[src/rtl/row_request_encoder_if.sv]
// -----------------------------------------------------------------------------
// row_request_encoder_if
// Request/grant bundle between a row-request producer/consumer and the
// row_request_encoder.
//   i_request [7:0] : per-row request strobes (bit n = row n), pulses or levels
//   i_ready         : consumer accepts o_address this cycle
//   o_address [2:0] : encoded row index of the current grant
//   o_valid         : o_address holds a granted row awaiting acceptance
//   o_pending [7:0] : registered pending-request vector
// Modports:
//   master : drives requests/ready, observes grant and pending vector
//   slave  : the encoder side
// -----------------------------------------------------------------------------
interface row_request_encoder_if;
    logic [7:0] i_request;
    logic       i_ready;
    logic [2:0] o_address;
    logic       o_valid;
    logic [7:0] o_pending;

    modport master (
        output i_request,
        output i_ready,
        input  o_address,
        input  o_valid,
        input  o_pending
    );

    modport slave (
        input  i_request,
        input  i_ready,
        output o_address,
        output o_valid,
        output o_pending
    );
endinterface

[src/rtl/row_request_encoder.sv]
// -----------------------------------------------------------------------------
// row_request_encoder
// Captures per-row request strobes into a sticky pending vector and offers one
// pending row at a time as a binary-encoded address with a valid/ready
// handshake. Back-to-back grants are possible, one per cycle.
//
// Ports:
//   i_clk   : rising-edge clock for all state
//   i_rst_n : asynchronous active-low reset
//   bus     : row_request_encoder_if.slave (i_request, i_ready, o_address,
//             o_valid, o_pending)
//
// Configuration macro:
//   ROW_REQUEST_ENCODER_ROUND_ROBIN_EN
//     undefined : fixed priority, lowest row index wins
//     defined   : round-robin, search starts one past the last accepted row
// -----------------------------------------------------------------------------
module row_request_encoder (
    input  logic                        i_clk,
    input  logic                        i_rst_n,
    row_request_encoder_if.slave        bus
);

    typedef enum logic [0:0] {
        IDLE  = 1'b0,
        OFFER = 1'b1
    } state_t;

    state_t     state_r;
    logic [7:0] pending_r;
    logic [2:0] address_r;
    logic       valid_r;

`ifdef ROW_REQUEST_ENCODER_ROUND_ROBIN_EN
    logic [2:0] rr_ptr_r;
`endif

    logic       accept_s;
    logic [7:0] clear_s;
    logic [7:0] remain_s;
    logic [2:0] start_s;
    logic [3:0] pick_s;

    // One-hot decode of a row index.
    function automatic logic [7:0] row_onehot(input logic [2:0] idx);
        return 8'h01 << idx;
    endfunction

    // First set bit of vec scanning upward from start with wrap 7->0.
    // Returns {found, row}.
    function automatic logic [3:0] pick_row(input logic [7:0] vec,
                                            input logic [2:0] start);
        logic       found_v;
        logic [2:0] row_v;
        logic [2:0] idx_v;
        found_v = 1'b0;
        row_v   = 3'd0;
        for (int i = 0; i < 8; i++) begin
            idx_v = 3'(int'(start) + i);
            if (!found_v && vec[idx_v]) begin
                found_v = 1'b1;
                row_v   = idx_v;
            end
        end
        return {found_v, row_v};
    endfunction

    // Handshake decode and next-row selection. Selection only looks at the
    // registered pending vector minus the row being accepted, so requests
    // arriving this cycle become eligible one edge later. In IDLE clear_s is
    // zero, so remain_s is simply the pending vector.
    always_comb begin
        accept_s = valid_r & bus.i_ready;
        if (accept_s) begin
            clear_s = row_onehot(address_r);
        end else begin
            clear_s = 8'h00;
        end
        remain_s = pending_r & ~clear_s;
`ifdef ROW_REQUEST_ENCODER_ROUND_ROBIN_EN
        if (accept_s) begin
            start_s = address_r + 3'd1;
        end else begin
            start_s = rr_ptr_r + 3'd1;
        end
`else
        start_s = 3'd0;
`endif
        pick_s = pick_row(remain_s, start_s);
    end

    // Pending capture (set wins over clear) and the IDLE/OFFER grant FSM.
    always_ff @(posedge i_clk or negedge i_rst_n) begin
        if (!i_rst_n) begin
            state_r   <= IDLE;
            pending_r <= 8'h00;
            address_r <= 3'd0;
            valid_r   <= 1'b0;
`ifdef ROW_REQUEST_ENCODER_ROUND_ROBIN_EN
            rr_ptr_r  <= 3'd7;
`endif
        end else begin
            pending_r <= remain_s | bus.i_request;
            case (state_r)
                IDLE: begin
                    if (pick_s[3]) begin
                        state_r   <= OFFER;
                        valid_r   <= 1'b1;
                        address_r <= pick_s[2:0];
                    end else begin
                        state_r   <= IDLE;
                        valid_r   <= 1'b0;
                    end
                end
                OFFER: begin
                    if (accept_s) begin
`ifdef ROW_REQUEST_ENCODER_ROUND_ROBIN_EN
                        rr_ptr_r <= address_r;
`endif
                        if (pick_s[3]) begin
                            state_r   <= OFFER;
                            valid_r   <= 1'b1;
                            address_r <= pick_s[2:0];
                        end else begin
                            state_r   <= IDLE;
                            valid_r   <= 1'b0;
                        end
                    end else begin
                        state_r   <= OFFER;
                        valid_r   <= 1'b1;
                    end
                end
                default: begin
                    state_r <= IDLE;
                    valid_r <= 1'b0;
                end
            endcase
        end
    end

    assign bus.o_address = address_r;
    assign bus.o_valid   = valid_r;
    assign bus.o_pending = pending_r;

endmodule
[src/flat_wrapper.sv]
// flat-port wrapper written by rule: the top's interface ports become plain ports
module row_request_encoder_flat 
  (i_clk, i_rst_n, bus_i_request, bus_i_ready, bus_o_address, bus_o_valid, bus_o_pending);
  row_request_encoder_if bus_i ();
  input  logic i_clk;
  input  logic i_rst_n;
  input wire logic [$bits(bus_i.i_request)-1:0] bus_i_request;
  input wire logic [$bits(bus_i.i_ready)-1:0] bus_i_ready;
  output wire logic [$bits(bus_i.o_address)-1:0] bus_o_address;
  output wire logic [$bits(bus_i.o_valid)-1:0] bus_o_valid;
  output wire logic [$bits(bus_i.o_pending)-1:0] bus_o_pending;
  assign bus_i.i_request = bus_i_request;
  assign bus_i.i_ready = bus_i_ready;
  assign bus_o_address = bus_i.o_address;
  assign bus_o_valid = bus_i.o_valid;
  assign bus_o_pending = bus_i.o_pending;
  row_request_encoder u_core (.i_clk(i_clk), .i_rst_n(i_rst_n), .bus(bus_i));
endmodule
[config.mk]
export PLATFORM = sky130hd
export DESIGN_NAME = row_request_encoder_flat
export DESIGN_NICKNAME = d
export VERILOG_FILES = /design/src/rtl/row_request_encoder_if.sv /design/src/rtl/row_request_encoder.sv /design/src/flat_wrapper.sv
export SDC_FILE = /design/constraint.sdc
export NUM_CORES = 1
export LEC_CHECK = 0
export CORE_MARGIN = 2
export CORE_UTILIZATION = 38
export DETAILED_ROUTE_END_ITERATION = 8
export HOLD_SLACK_MARGIN = 0.15
export PLACE_DENSITY = 0.84
export SLEW_MARGIN = 25
export SYNTH_ARGS = -nofsm -noshare
export SYNTH_HDL_FRONTEND = slang
export SYNTH_SLANG_ARGS = --single-unit
[constraint.sdc]
create_clock -name i_clk -period 1.7 [get_ports i_clk]
set_clock_uncertainty 0.2 [all_clocks]
set_input_delay 0.17 -clock i_clk [delete_from_list [all_inputs] [get_ports i_clk]]
set_output_delay 0.17 -clock i_clk [all_outputs]
set_load 0.05 [all_outputs]
==> flow_summary_export.csv <==
group,metric,value,unit
run_status,outcome,"finished with violations",
run_status,violations,"setup timing",
die,io_pins,23,
synthesis,synth-compound-area-share,0.267,
worst_setup_path,r2r_start,"u_core.bus.o_address[2]$_DFFE_PN0P_",
layout,num-fill-cells,129,
route,drc,0,
synthesis,synthXorXnorAreaFrac,0,
layout,layout_common_cells,"buf_4 (17), clkdlybuf4s50_1 (9), dfrtp_1 (8)",
timing,worst_pin_slew,0.533,ns
grt,overflow,0,
synthesis,postSynthAreaPerCell,11.9,um2
min_path,worst_hold_startpoint,"bus_i_ready",
timing,rsz0062_at_grt,"true",
worst_setup_path,crit_start,"u_core.bus.o_address[2]$_DFFE_PN0P_",
route,viasPerCell,5.32,
layout,area_growth,60.1,%
timing,setup_total_negative_slack,-0.00163,ns
synthesis,syn_nets,64,
synthesis,synth_warnings,0,
route,wl_per_cell,14.1,um
layout,finalNonFillerCells,105,
min_path,hp-class,"in -> reg",
worst_setup_path,cp_max_fo,5,
timing,slew_headroom,0.644,
synthesis,synthAdderAreaFrac,0,
die,core_area,1540,um2
worst_setup_path,crit_buf_inv,1,
place,post-place-ws,-0.294,ns
place,gp_congestion,0.790,
worst_setup_path,end_kind,"flip-flop",
die,start_util,0.411,
worst_setup_path,start_kind,"flip-flop",
layout,ff_latch_area,305,um2
route,met1_length,591,um
clock_tree,cts_tree,"yes",
layout,drive_above_1_share,0.472,
worst_setup_path,path_class,"reg -> reg",
worst_setup_path,slowest_delay,0.41,ns
clock_tree,path_clk_slew,0.08,ns
timing,period_share,1.00,
grt,track_usage,0.167,
timing,setup_viol,1,
die,die_area,2010,um2
place,dp_hpwl,1150,um
timing,period_minus_slack,1.70,ns
run,cap_violations,0,
synthesis,yosysTopAreaCell,"dfrtp_1",
place,io_buffers,22,
synthesis,synthDistinctLibCells,19,
die,std_cell_rows,14,
synthesis,synth_top_area_share,0.474,
grt,antenna_found_initial,0,
route,postRouteWirelength,1480,um
route,drt_iter0_drc,8,
route,firstDrtPassIters,4,
layout,nets,101,
synthesis,ys_top_cells_by_area,"dfrtp_1 (47%), o21ai_2 (8.3%), nand2b_1 (6.9%)",
worst_setup_path,worstPathCellList,"buf_6 -> nand3_4 -> o31ai_4 -> nand4_2 -> o21ai_2 -> a22oi_1",
grt,grt_pass1_wl,2260,um
layout,diodes,0,
route,ant_nets,0,
pwr,ir_drop,0.000503,V
pwr,power.leakage,0.425,nW
synthesis,synth_area,633,um2
layout,multi_input_area,333,um2
worst_setup_path,r2r_slack,-0.002,ns
timing,fmax,588,MHz
worst_setup_path,slowest_stage,"dfrtp_2",
grt,grt_max_degree,13,
timing,hold_viol_final,0,
die,fp.dieW,44.8,um
route,num_vias,559,
route,route.met2.wl,793,um
timing,fin_ws,-0.00163,ns
synthesis,syn_inst,53,
synthesis,synth_top_family_by_area,"compound AO/OA/AOI/OAI gates",
synthesis,synth_seq_cells,12,
clock_tree,clk_latency,0.28,ns
place,dp_cells,99,
worst_setup_path,critical_path_arrival,1.66,ns
route,highest_layer,"met4",
worst_setup_path,cpLargestDelayFamily,"compound AO/OA/AOI/OAI gates",
timing,slew_violations,0,
die,fp.dieH,44.8,um
clock_tree,cts.sinks,12,
clock_tree,clockBufferDepth,2,
worst_setup_path,required,1.66,ns
synthesis,yosys.area_share.simple,0.247,
clock_tree,root_buffer,"clkbuf_4",
pwr,power_density,803,nW/um2
clock_tree,cts_htree_levels,1,
route,met3_length,53,um
synthesis,synth_mux_area_frac,0,
grt,grt_pass1_vias,535,
clock_tree,cts_buffers,3,
synthesis,ys_seq_area_frac,0.474,
layout,final_common_cell,"buf_4",
==> metal layers <==
layer,GRT usage,vias to the layer above
met5,0,-
met4,0.124,0
met3,0.0240,4
met2,0.264,17
met1,0.205,274
li1,-,264
==> flip-flops by register name, summed over array words and instances, names as in the netlist <==
name / cells
u_core.bus.o_address: 3
u_core.bus.o_pending: 8
u_core.state_r: 1
==> cell families after synthesis <==
kind of cell           after synthesis
buffers and inverters                2
and+or+nand+nor                     20
DFF                                 12
AOI/OAI and AO/OA                   19
==> what timing repair did <==
| action | 4_1_cts | 5_1_grt |
|---|---|---|
| hold endpoints to repair | 12 | 0 |
| setup buffers | 0 | 1 |
| setup endpoints to repair | 2 | 4 |
| pin swaps | 0 | 1 |
| hold buffers | 1 | 0 |
| resized for setup | 1 | 2 |
==> worst paths after layout <==
check,endpoint,cells past startpoint
hold reg to reg,u_core.bus.o_pending[0]$_DFF_PN0_,2
hold / removal,u_core.bus.o_pending[0]$_DFF_PN0_,4
max in group asynchronous,u_core.state_r$_DFF_PN0_,2
min in group asynchronous,u_core.bus.o_pending[1]$_DFF_PN0_,2
setup reg to reg,u_core.bus.o_address[1]$_DFFE_PN0P_,6
setup / recovery,u_core.bus.o_address[1]$_DFFE_PN0P_,6
==> final cells by class <==
| cell class | count | share of cell area |
|---|---|---|
| inverter | 2 | 0.00741 |
| sequential | 12 | 0.301 |
| clock buffer | 4 | 0.0358 |
| multi-input combinational | 39 | 0.328 |
| timing repair buffer | 32 | 0.307 |
| tap | 16 | 0.0198 |
==> metrics by stage <==
step	cell area [um2]	power, mW	hold slack, ns	utilization
detailed placement	946	0.577	0.355	0.614
floorplan	638	0.462	-0.326	-
global route	1010	0.843	0.258	0.657
CTS	1000	0.815	0.233	0.649
finish	1010	0.814	0.225	0.657
global placement	946	0.572	0.352	0.614
==> worst reg2reg max path, cell delays in order (launching register included) <==
cell	delay, ns
dfrtp_2	0.41
buf_6	0.11
nand3_4	0.12
o31ai_4	0.28
nand4_2	0.18
o21ai_2	0.18
a22oi_1	0.10
==> Yosys cell counts <==
cell and count:
o21ai_2 6, nand3_4 1, inv_1 2, o211a_1 1, a21oi_1 2, o21a_1 2, nand2_1 4, a22oi_1 2
dfrtp_1 12, nand4_2 2, nand2b_2 1, nand2b_1 7, nand3b_4 1, or2b_1 3, o21ai_1 2, o31ai_4 2
nor2_1 1, o21ai_0 1, a31o_1 1
==> where the power goes <==
group / switching (mW) / total (mW) / internal (mW) / leakage (nW)
Combinational: 0.133 / 0.249 / 0.116 / 0.289
Sequential: 0.0281 / 0.331 / 0.303 / 0.115
Clock: 0.103 / 0.234 / 0.130 / 0.0210
No activity file was read; power rests on OpenSTA's default activity.
